==> config.mk <==
export PLATFORM = sky130hd
export DESIGN_NAME = noc_lfsr_bit_feeder
export DESIGN_NICKNAME = d
export VERILOG_FILES = /design/src/rtl/noc_lfsr_pkg.sv /design/src/rtl/noc_frame_slot.sv /design/src/rtl/noc_lfsr_bit_feeder.sv
export SDC_FILE = /design/constraint.sdc
export NUM_CORES = 1
export LEC_CHECK = 0
export BUFFER_PORTS_ARGS = -buffer_cell sky130_fd_sc_hd__buf_2
export CORE_ASPECT_RATIO = 0.75
export CORE_MARGIN = 5
export CORE_UTILIZATION = 25
export CTS_CLUSTER_DIAMETER = 30
export DETAILED_ROUTE_END_ITERATION = 16
export HOLD_SLACK_MARGIN = 0.1
export SLEW_MARGIN = 25
export SYNTH_ARGS = -nofsm -noshare
export SYNTH_HDL_FRONTEND = slang
export SYNTH_SLANG_ARGS = --single-unit
export TNS_END_PERCENT = 5
==> constraint.sdc <==
create_clock -name CLK -period 11.9 [get_ports CLK]
set_input_delay 1.785 -clock CLK [delete_from_list [all_inputs] [get_ports CLK]]
set_output_delay 1.785 -clock CLK [all_outputs]
set_load 0.01 [all_outputs]
==> src/rtl/noc_lfsr_pkg.sv <==
// Shared types and helpers for the LFSR harness bit feeder.
// NOCDataH packs {data, length}, so the length sits in the low bits.
package noc_lfsr_pkg;

  localparam int NOC_DATA_WIDTH = 128;
  localparam int NOC_LEN_WIDTH  = 16;

  typedef struct packed {
    logic [NOC_DATA_WIDTH-1:0] data;
    logic [NOC_LEN_WIDTH-1:0]  length;
  } NOCDataH;

  // Oversized lengths saturate at the payload width rather than wrapping.
  function automatic logic [NOC_LEN_WIDTH-1:0] clamp_len(
    input logic [NOC_LEN_WIDTH-1:0] len
  );
    logic [NOC_LEN_WIDTH-1:0] max_len;
    max_len = NOC_LEN_WIDTH'(NOC_DATA_WIDTH);
    return (len > max_len) ? max_len : len;
  endfunction

endpackage

==> src/rtl/noc_frame_slot.sv <==
// One frame slot: data register, remaining-bit counter and valid flag.
// Load wins over clear and shift; MSB mode left-aligns data at load.
module noc_frame_slot #(
  parameter int DW        = 128,
  parameter int LW        = 16,
  parameter bit MSB_FIRST = 1'b0
) (
  input  logic          clk,
  input  logic          rst,
  input  logic          i_load,
  input  logic          i_clear,
  input  logic          i_shift,
  input  logic [DW-1:0] i_data,
  input  logic [LW-1:0] i_len,
  output logic          o_valid,
  output logic          o_bit,
  output logic          o_last,
  output logic [DW-1:0] o_data,
  output logic [LW-1:0] o_len
);

  logic          r_valid;
  logic [DW-1:0] r_data;
  logic [LW-1:0] r_rem;
  logic [LW-1:0] w_sh;

  assign w_sh = LW'(DW) - i_len;

  always_ff @(posedge clk or posedge rst) begin
    if (rst) begin
      r_valid <= 1'b0;
      r_data  <= '0;
      r_rem   <= '0;
    end else if (i_load) begin
      r_valid <= 1'b1;
      r_data  <= MSB_FIRST ? (i_data << w_sh) : i_data;
      r_rem   <= i_len;
    end else if (i_clear) begin
      r_valid <= 1'b0;
      r_data  <= '0;
      r_rem   <= '0;
    end else if (i_shift) begin
      r_data  <= MSB_FIRST ? (r_data << 1) : (r_data >> 1);
      r_rem   <= r_rem - LW'(1);
      r_valid <= (r_rem != LW'(1));
    end
  end

  assign o_valid = r_valid;
  assign o_bit   = r_valid & (MSB_FIRST ? r_data[DW-1] : r_data[0]);
  assign o_last  = r_valid & (r_rem == LW'(1));
  assign o_data  = r_data;
  assign o_len   = r_rem;

endmodule

==> src/rtl/noc_lfsr_bit_feeder.sv <==
// Serializes NOCDataH frames one bit per transfer into shiftBit.
// Active slot shifts; pending slot only holds the next frame.
module noc_lfsr_bit_feeder
  import noc_lfsr_pkg::*;
#(
  parameter int DATA_WIDTH = NOC_DATA_WIDTH,
  parameter int LEN_WIDTH  = NOC_LEN_WIDTH,
  parameter bit MSB_FIRST  = 1'b0
) (
  input  logic                          CLK,
  input  logic                          RST,
  input  logic                          enq__ENA,
  input  logic [LEN_WIDTH+DATA_WIDTH-1:0] enq_v,
  output logic                          enq__RDY,
  output logic                          shiftBit__ENA,
  output logic                          shiftBit_v,
  input  logic                          shiftBit__RDY,
  output logic                          frameDone,
  output logic [7:0]                    dropCount
);

  NOCDataH               w_in;
  logic [LEN_WIDTH-1:0]  w_len;
  logic                  w_acc, w_zero, w_good;
  logic                  w_xfer, w_done, w_free;
  logic                  w_a_valid, w_a_bit, w_a_last;
  logic                  w_a_load;
  logic [DATA_WIDTH-1:0] w_a_data;
  logic [LEN_WIDTH-1:0]  w_a_len;
  logic                  w_p_valid, w_p_load, w_p_clear;
  logic [DATA_WIDTH-1:0] w_p_data;
  logic [LEN_WIDTH-1:0]  w_p_len;
  logic [7:0]            r_drop;

  assign w_in   = enq_v;
  assign w_len  = clamp_len(w_in.length);

  assign enq__RDY = !RST && !w_p_valid;
  assign w_acc    = enq__ENA && enq__RDY;
  assign w_zero   = (w_len == '0);
  assign w_good   = w_acc && !w_zero;

  assign w_xfer = w_a_valid && shiftBit__RDY;
  assign w_done = w_xfer && w_a_last;
  assign w_free = !w_a_valid || w_done;

  // Pending always promotes before a fresh frame may take the active slot.
  assign w_a_load  = w_free && (w_p_valid || w_good);
  assign w_a_data  = w_p_valid ? w_p_data : w_in.data;
  assign w_a_len   = w_p_valid ? w_p_len  : w_len;
  assign w_p_load  = w_good && !w_free;
  assign w_p_clear = w_free && w_p_valid;

  noc_frame_slot #(
    .DW(DATA_WIDTH), .LW(LEN_WIDTH), .MSB_FIRST(MSB_FIRST)
  ) u_active (
    .clk(CLK), .rst(RST),
    .i_load(w_a_load), .i_clear(1'b0), .i_shift(w_xfer),
    .i_data(w_a_data), .i_len(w_a_len),
    .o_valid(w_a_valid), .o_bit(w_a_bit), .o_last(w_a_last),
    .o_data(), .o_len()
  );

  noc_frame_slot #(
    .DW(DATA_WIDTH), .LW(LEN_WIDTH), .MSB_FIRST(1'b0)
  ) u_pending (
    .clk(CLK), .rst(RST),
    .i_load(w_p_load), .i_clear(w_p_clear), .i_shift(1'b0),
    .i_data(w_in.data), .i_len(w_len),
    .o_valid(w_p_valid), .o_bit(), .o_last(),
    .o_data(w_p_data), .o_len(w_p_len)
  );

  always_ff @(posedge CLK or posedge RST) begin
    if (RST) begin
      r_drop <= '0;
    end else if (w_acc && w_zero && r_drop != 8'hFF) begin
      r_drop <= r_drop + 8'd1;
    end
  end

  assign shiftBit__ENA = w_xfer;
  assign shiftBit_v    = w_a_bit;
  assign frameDone     = w_done;
  assign dropCount     = r_drop;

  a_enq_proto: assert property (
    @(posedge CLK) disable iff (RST) !(enq__ENA && !enq__RDY)
  );

endmodule

# [Word level (Yosys, flattened, before mapping)]
# Index checks and enable logic that the tools add are counted.
[op_classes] order_cmp=1 n_eq_ne=3 n_addsub=2 n_bitwise=2 n_reduce_logical=20 n_mux=15
[ops] op="2-to-1 mux 128 bit" count=5
[ops] op="2-to-1 mux 16 bit" count=6
[ops] op="equality test 16 x 1 -> 1 bit (second input constant)" count=1
[ops] op="> comparator 16 x 8 -> 1 bit (second input constant)" count=1
[ops] op="logical NOT 16 bit" count=1
[ops] op="!= test 16 x 1 -> 1 bit (second input constant)" count=1
[ops] op="subtractor 16 x 1 -> 16 bit (second input constant)" count=1
[ops] op="logical AND 1 bit" count=10
[ops] op="adder 8 x 1 -> 8 bit (second input constant)" count=1
[ops] op="!= test 8 bit (second input constant)" count=1
[ops] op="logical NOT 1 bit" count=5
[ops] op="2-to-1 mux 1 bit" count=4
[ops] op="nonzero test 2 bit" count=2
[ops] op="AND 1 bit" count=2
[ops] op="logical OR 1 bit" count=2
[totals] output_inout_bits=12 wordCells=50 input_bits=148 register_bits=298

# [Logic depth before layout (Yosys ltp)]
# Gate-level depths: netlist of the first run.
[logic_depth] depth_word=8 depth_mapped=10 depth_no_buf=7

# [Cells and area by module]
# A second synthesis of the first run with hierarchy kept.
[unflattened] cells_unflattened=1572 hier_area_um2=15889.0
[by_module_without_submodules] mod="noc_frame_slot" cells_per_inst=671 instances=2 area_per_inst_um2=6816.5 seq_area_each_um2=3628.5
[by_module_without_submodules] mod="noc_lfsr_bit_feeder" cells_per_inst=230 instances=1 area_per_inst_um2=2255.9 seq_area_each_um2=200.2

# [Worst setup path after synthesis of the first run]
# OpenSTA, ideal clock, no wires.
[synth_path] path_kind="input -> output" from="input shiftBit__RDY" to="output shiftBit__ENA" slack_ns=7.730 required_ns=10.115 path_stages=3 arrival_ns=2.385 path_buffers=1 cell_sequence="nand2_1 inv_2 buf_2"
[synth_between] elab_chain_len=1
[synth_rtl] element="start, declared" line_no="noc_lfsr_bit_feeder.sv:17" rtl="input logic shiftBit__RDY,"
[synth_rtl] element="logical AND 1 bit" line_no="noc_lfsr_bit_feeder.sv:43" rtl="assign w_xfer = w_a_valid && shiftBit__RDY;"
[synth_rtl] element="end, declared" line_no="noc_lfsr_bit_feeder.sv:15" rtl="output logic shiftBit__ENA,"
# No other way between the ends.

# [Final worst setup path of the first run]
[layout_path] from="input shiftBit__RDY" to="output frameDone"
[layout_between] elab_chain_len=2
[layout_rtl] element="logical AND 1 bit" line_no="noc_lfsr_bit_feeder.sv:43"
[layout_rtl] element="logical AND 1 bit" line_no="noc_lfsr_bit_feeder.sv:44" rtl="assign w_done = w_xfer && w_a_last;"
[layout_rtl] element="end, declared" line_no="noc_lfsr_bit_feeder.sv:18" rtl="output logic frameDone,"
# No other way between the ends.

==> out/qor.yml, run 1 <==
clock_latency_ns: 0.58
powerDensity_nw_per_um2: 258
setup_viol: 0
ioPinCount: 160
place_congestion: 0.758
ys.flop_type: "dfrtp_1"
syn_area_um2: 14000
initial_utilization_pct: 25.2
postCtsSetupBuffers: 0
routedWlPerCell_um: 16.6
hold_path.class: "flip-flop to flip-flop"
utilization_pct: 32.3
vias_per_cell: 4.57
htreeDepth: 3
cts_tree: "built"
synth_edf_count: 0
grt_max_degree: 102
drive_above_1_share_pct: 24.4
fin_crit_ns: 5.00
grt_pass1_wl_mm: 55.8
core_um2: 55700
hold_viol_final: 0
rsz0062_at_grt: "no"
async_flop_share_pct: 100
netlist_instances: 1054
worstSetupPathType: "input port to output pin"
rows: 75
gr-total-overflow: 0
yosysUniqueCellTypes: 48
worst_slew_pin_slew_ns: 1.01
max-vdd-ir-drop_mv: 0.141
firstDrtPassIters: 4
max_cap_violations: 0
slew_viol_final: 0
synth_seq_cells: 298
clock_skew_ns: 0.0210
cp_data_required_time_ns: 10.12
endpoint_kind: "output pin"
design_area_um2: 18000
fin_tns_setup_ns: 0
synth.avg_cell_area_um2: 13.3
die_w_um: 284
cellLeakagePower_nw: 9.99
synth_top_area_share_pct: 53.1
max_freq_mhz: 200
placed_cell_area_um2: 15400
synthTopCellsByArea: "dfrtp_1 53%, mux2i_1 28%, a22o_1 8.4%"
cp_max_fo: 54
clock_sinks: 298
cts_max_path_buffers: 3
drc: 0
dr_total_vias: 9233
antenna_found_initial: 5
yosysWarnings: 0
grt_usage_pct: 11.1
wl_mm: 33.6
cts-resized-gates: 0
portBuffers: 159
first_global_vias: 10171
syn_nets: 1205
synth_most_common_cell: "mux2i_1"
nNetsFinal: 1377
clkTransAtPathRegs_ns: 0.04
startpoint_type: "input port"
max_slew_margin_pct: 32.6
area_delta_synth_final_pct: 28.0
die_y_um: 215
status: "finished clean"
min_period_over_period_pct: 42.0
ys_seq_area_share_pct: 53.1
synth_common_cells: "391 x mux2i_1, 298 x dfrtp_1, 135 x a22o_1, 31 x buf_2, 30 x clkbuf_1"
design.die.area_um2: 61100
cts-buffers-inserted: 76
synth_largest_area_cell: "dfrtp_1"
ff2ff_setup_slack_ns: 8.32
clockRootBuffer: "clkbuf_16"
ant_nets: 0
cts-hold-fix-buffers: 0
cp.arrival_ns: 3.22
dp_hpwl_mm: 20.5
drtIter0Drc: 455
==> routing by layer <==
layer,track usage (%),routed length (µm)
met5,0,15
met4,4.24,818
met3,2.93,1410
met2,16.8,15200
met1,15.2,16100
==> final timing paths <==
kind | from | end | cells after the start
max | shiftBit__RDY | frameDone | 6
max reg2reg | u_pending.o_valid$_DFFE_PP0P_ | u_active.o_data[52]$_DFFE_PP0P_ | 7
min | u_pending.o_len[11]$_DFFE_PP0P_ | u_pending.o_len[11]$_DFFE_PP0P_ | 1
min reg2reg | u_pending.o_len[11]$_DFFE_PP0P_ | u_pending.o_len[11]$_DFFE_PP0P_ | 1
min in group asynchronous | RST | u_pending.o_data[118]$_DFFE_PP0P_ | 2
max in group asynchronous | RST | u_pending.o_data[41]$_DFFE_PP0P_ | 4
==> logic make-up (layout without fill, tap and decap cells) <==
group,after synthesis,count (layout),share of synthesized area (%)
mux,393,393,28.0
flops,298,298,53.1
compound gates,164,164,9.83
simple gates,90,90,4.03
buf+inv,85,317,3.46
xor+xnor,21,21,1.31
fa+ha+maj,3,3,0.267
other cells,0,3,0
==> through the flow <==
step | std cells | power (mW) | hold WS (ns) | setup WS [ns]
after floorplan | 1054 | 2.40 | 0.453 | 1.88
after CTS | 2017 | 4.72 | 0.483 | 6.86
after global routing | 2019 | 4.94 | 0.503 | 6.77
after detailed placement | 1879 | 2.66 | 0.471 | 6.86
after global placement | 1879 | 2.63 | 0.469 | 6.89
final | 2020 | 4.64 | 0.483 | 6.90
==> report_power, final <==
| group | internal (mW) | switching (mW) |
|---|---|---|
| clock network | 1.39 | 0.619 |
| registers | 1.42 | 0.275 |
| logic | 0.521 | 0.421 |
| total | 3.33 | 1.31 |
==> critical path: stages <==
cell and delay, ns:
buf_2 0.14, nand2_4 0.08, buf_4 0.66, nor2_1 0.13
and3_1 0.26, buf_2 0.15
==> flip-flops by register name (all words and copies together) (netlist names) <==
signal	flops
u_active.o_data	128
u_pending.o_data	128
u_active.o_len	16
u_pending.o_len	16
dropCount	8
u_active.o_valid	1
u_pending.o_valid	1
==> cell type report <==
cell class	instances	area, µm²
Clock inverter	33	350
Timing Repair Buffer	173	905
Sequential cell	298	7460
Multi-Input combinational cell	671	6120
Inverter	6	32.5
Clock buffer	105	2190
Antenna cell	3	7.51
Fill cell	5590	37800
Tap cell	731	915
==> cell usage in the layout (no fill, tap or decap), types with 2 or more instances in the layout <==
cell type / count
mux2i_1: 391
dfrtp_1: 297
buf_2: 159
a22o_1: 135
clkbuf_16: 78
xnor2_1: 16
nand2_1: 15
clkbuf_8: 14
clkbuf_1: 13
buf_4: 13
nor2_1: 12
clkinv_2: 12
o21ai_0: 10
and2_1: 10
nand3_1: 9
nor4_1: 7
nor3_1: 7
a22oi_1: 7
inv_6: 6
clkinvlp_4: 6
nand4_1: 5
xor2_1: 5
and3_1: 5
bufinv_16: 5
inv_1: 4
diode_2: 3
and4_1: 3
ha_1: 3
clkinv_4: 3
nor4_4: 2
nor4_2: 2
a211oi_1: 2
a21oi_1: 2
o21a_1: 2
or4_1: 2
mux2_2: 2
Power figures use the tool's default switching activity.
==> inputs of run 2 (changes only) <==
==> constraint.sdc (replaced) <==
create_clock -name CLK -period 4.6 [get_ports CLK]
set_input_delay 0.69 -clock CLK [delete_from_list [all_inputs] [get_ports CLK]]
set_output_delay 0.69 -clock CLK [all_outputs]
set_load 0.01 [all_outputs]
==> out/qor.yml, run 2 (same netlist as run 1, synthesis figures left out) <==
whs_ns: 0.214  # -0.269 ns
design.die.area_um2: 61100  # unchanged
max_freq_mhz: 348
powerDensity_nw_per_um2: 678  # +160%
cts-resized-gates: 0  # unchanged
wl_mm: 33.7  # +0.27%
cp_max_fo: 6  # -89%
hold_path.class: "input port to asynchronous set/reset pin"
rsz0062_at_grt: "no"
crit_buf_inv: 1  # -2
clock_latency_ns: 0.58  # about the same
portBuffers: 159  # unchanged
final_cell_mix: "391 x mux2i_1, 297 x dfrtp_1, 159 x buf_2, 135 x a22o_1, 81 x clkbuf_16"
place_congestion: 0.772  # +1.9%
max_slew_margin_pct: 36.9  # +4.2 points
worstPathCellList: "nor4_4, nand2_1, nor2_1, and3_1, buf_2"
die_w_um: 284  # unchanged
min_period_over_period_pct: 62.6
dp_hpwl_mm: 20.3  # -0.82%
vias_per_cell: 4.55  # -0.36%
grt_max_degree: 143  # +40%
hold_viol_final: 0  # unchanged
status: "finished clean"
max_cap_violations: 0  # unchanged
startpoint_type: "flip-flop"
cts_max_path_buffers: 3  # unchanged
cp_data_required_time_ns: 3.91  # -6.21 ns
fin_crit_ns: 2.88
cts_tree: "built"
cts-hold-fix-buffers: 0  # unchanged
rows: 75  # unchanged
ioPinCount: 160  # unchanged
die_y_um: 215  # unchanged
cts-buffers-inserted: 79  # +3.9%
grt_usage_pct: 11.1  # about the same
crit_cells: 5  # -1
slowest_stage: "dfrtp_1"
nNetsFinal: 1380  # +0.22%
firstDrtPassIters: 5  # +1
fillCellCount: 5570  # -0.36%
routedWlPerCell_um: 16.6  # about the same
drtIter0Drc: 446  # -2.0%
gr-total-overflow: 0  # unchanged
cp.arrival_ns: 2.19  # -1.03 ns
antenna_found_initial: 9  # +4
worst_slew_pin_slew_ns: 0.947  # -0.0636 ns
dr_total_vias: 9232  # -0.011%
core_um2: 55700  # unchanged
clock_skew_ns: 0.0201  # -0.000911 ns
max-vdd-ir-drop_mv: 0.323  # +130%
setup_viol: 0  # unchanged
worstSetupPathType: "flip-flop to output pin"
grt_pass1_wl_mm: 55.7  # -0.14%
cellLeakagePower_nw: 10.1  # +1.1%
htreeDepth: 3  # unchanged
clockRootBuffer: "clkbuf_16"
first_global_vias: 10165  # -0.059%
postCtsSetupBuffers: 0  # unchanged
ant_nets: 0  # unchanged
initial_utilization_pct: 25.2  # unchanged
clock_sinks: 298  # unchanged
area_delta_synth_final_pct: 29.7
clkTransAtPathRegs_ns: 0.05  # about the same
final_common_cell: "mux2i_1"
max_stage_delay_ns: 0.45  # -0.21 ns
drive_above_1_share_pct: 25.0  # +0.60 points
fin_tns_setup_ns: 0  # unchanged
crit_family: "simple AND/OR/NAND/NOR gates"
slew_viol_final: 0  # unchanged
drc: 0  # unchanged
endpoint_kind: "output pin"
r2r_cells: 4  # -3
-- run 2: cell count changes in the layout (fill, tap and decap cells not counted), sizes merged --
cell / previous run / this run
clkbuf: 105 / 100
bufinv: 5 / 10
clkinvlp: 6 / 10
clkinv: 16 / 24
inv: 12 / 9
diode: 3 / 1
-- run 2: worst paths after layout --
check                                               start                               end  slack, ns
max in group asynchronous                             RST   u_active.o_data[64]$_DFFE_PP0P_       3.14
min                                                   RST   u_pending.o_len[10]$_DFFE_PP0P_       0.21
max reg2reg                 u_pending.o_valid$_DFFE_PP0P_   u_active.o_data[45]$_DFFE_PP0P_       1.94
min in group CLK                               enq_v[102]  u_pending.o_data[86]$_DFFE_PP0P_       0.35
min reg2reg                u_pending.o_len[7]$_DFFE_PP0P_    u_pending.o_len[7]$_DFFE_PP0P_       0.48
max                         u_active.o_len[2]$_DFFE_PP0P_                         frameDone       1.72
-- run 2: final cells by class --
cell class,instances,area [µm²],area share [%]
Antenna cell,1,2.50,0.0137
Clock buffer,100,2170,11.9
Clock inverter,47,538,2.95
Inverter,6,28.8,0.158
Multi-Input combinational cell,671,6120,33.6
Sequential cell,298,7460,40.9
Tap cell,731,915,5.02
Timing Repair Buffer,173,988,5.43
-- run 2: worst register-to-register path, cell delays in order (launching register included) --
cell,delay (ns)
dfrtp_4,0.71
buf_4,0.62
buf_4,0.76
mux2i_1,0.34
mux2i_1,0.09
-- run 2: report_power, final --
part	total, mW	switching [mW]	internal [mW]
Combinational	2.48	1.13	1.36
Sequential	4.34	0.664	3.68
Clock	5.52	1.65	3.88
Total	12.3	3.44	8.91
-- run 2: metrics by stage --
stage / total power, mW / worst slack, ns / instance area [µm²] / util, % / instances
CTS: 12.5 / 1.64 / 18200 / 32.7 / 2026
floorplan: 6.20 / -0.0491 / 14000 / - / 1054
global placement: 6.78 / 1.73 / 15500 / 27.8 / 1879
detailed placement: 6.87 / 1.57 / 15500 / 27.8 / 1879
global route: 13.1 / 1.53 / 18200 / 32.7 / 2026
finish: 12.3 / 1.72 / 18200 / 32.7 / 2027
-- run 2: metal layers --
metal / track usage [%] / vias to the layer above / part of all wire [%]
li1: - / 4334 / -
met1: 14.7 / 4628 / 47
met2: 16.9 / 177 / 45
met3: 3.50 / 81 / 5.0
met4: 4.52 / 12 / 2.5
met5: 0 / - / 0.22
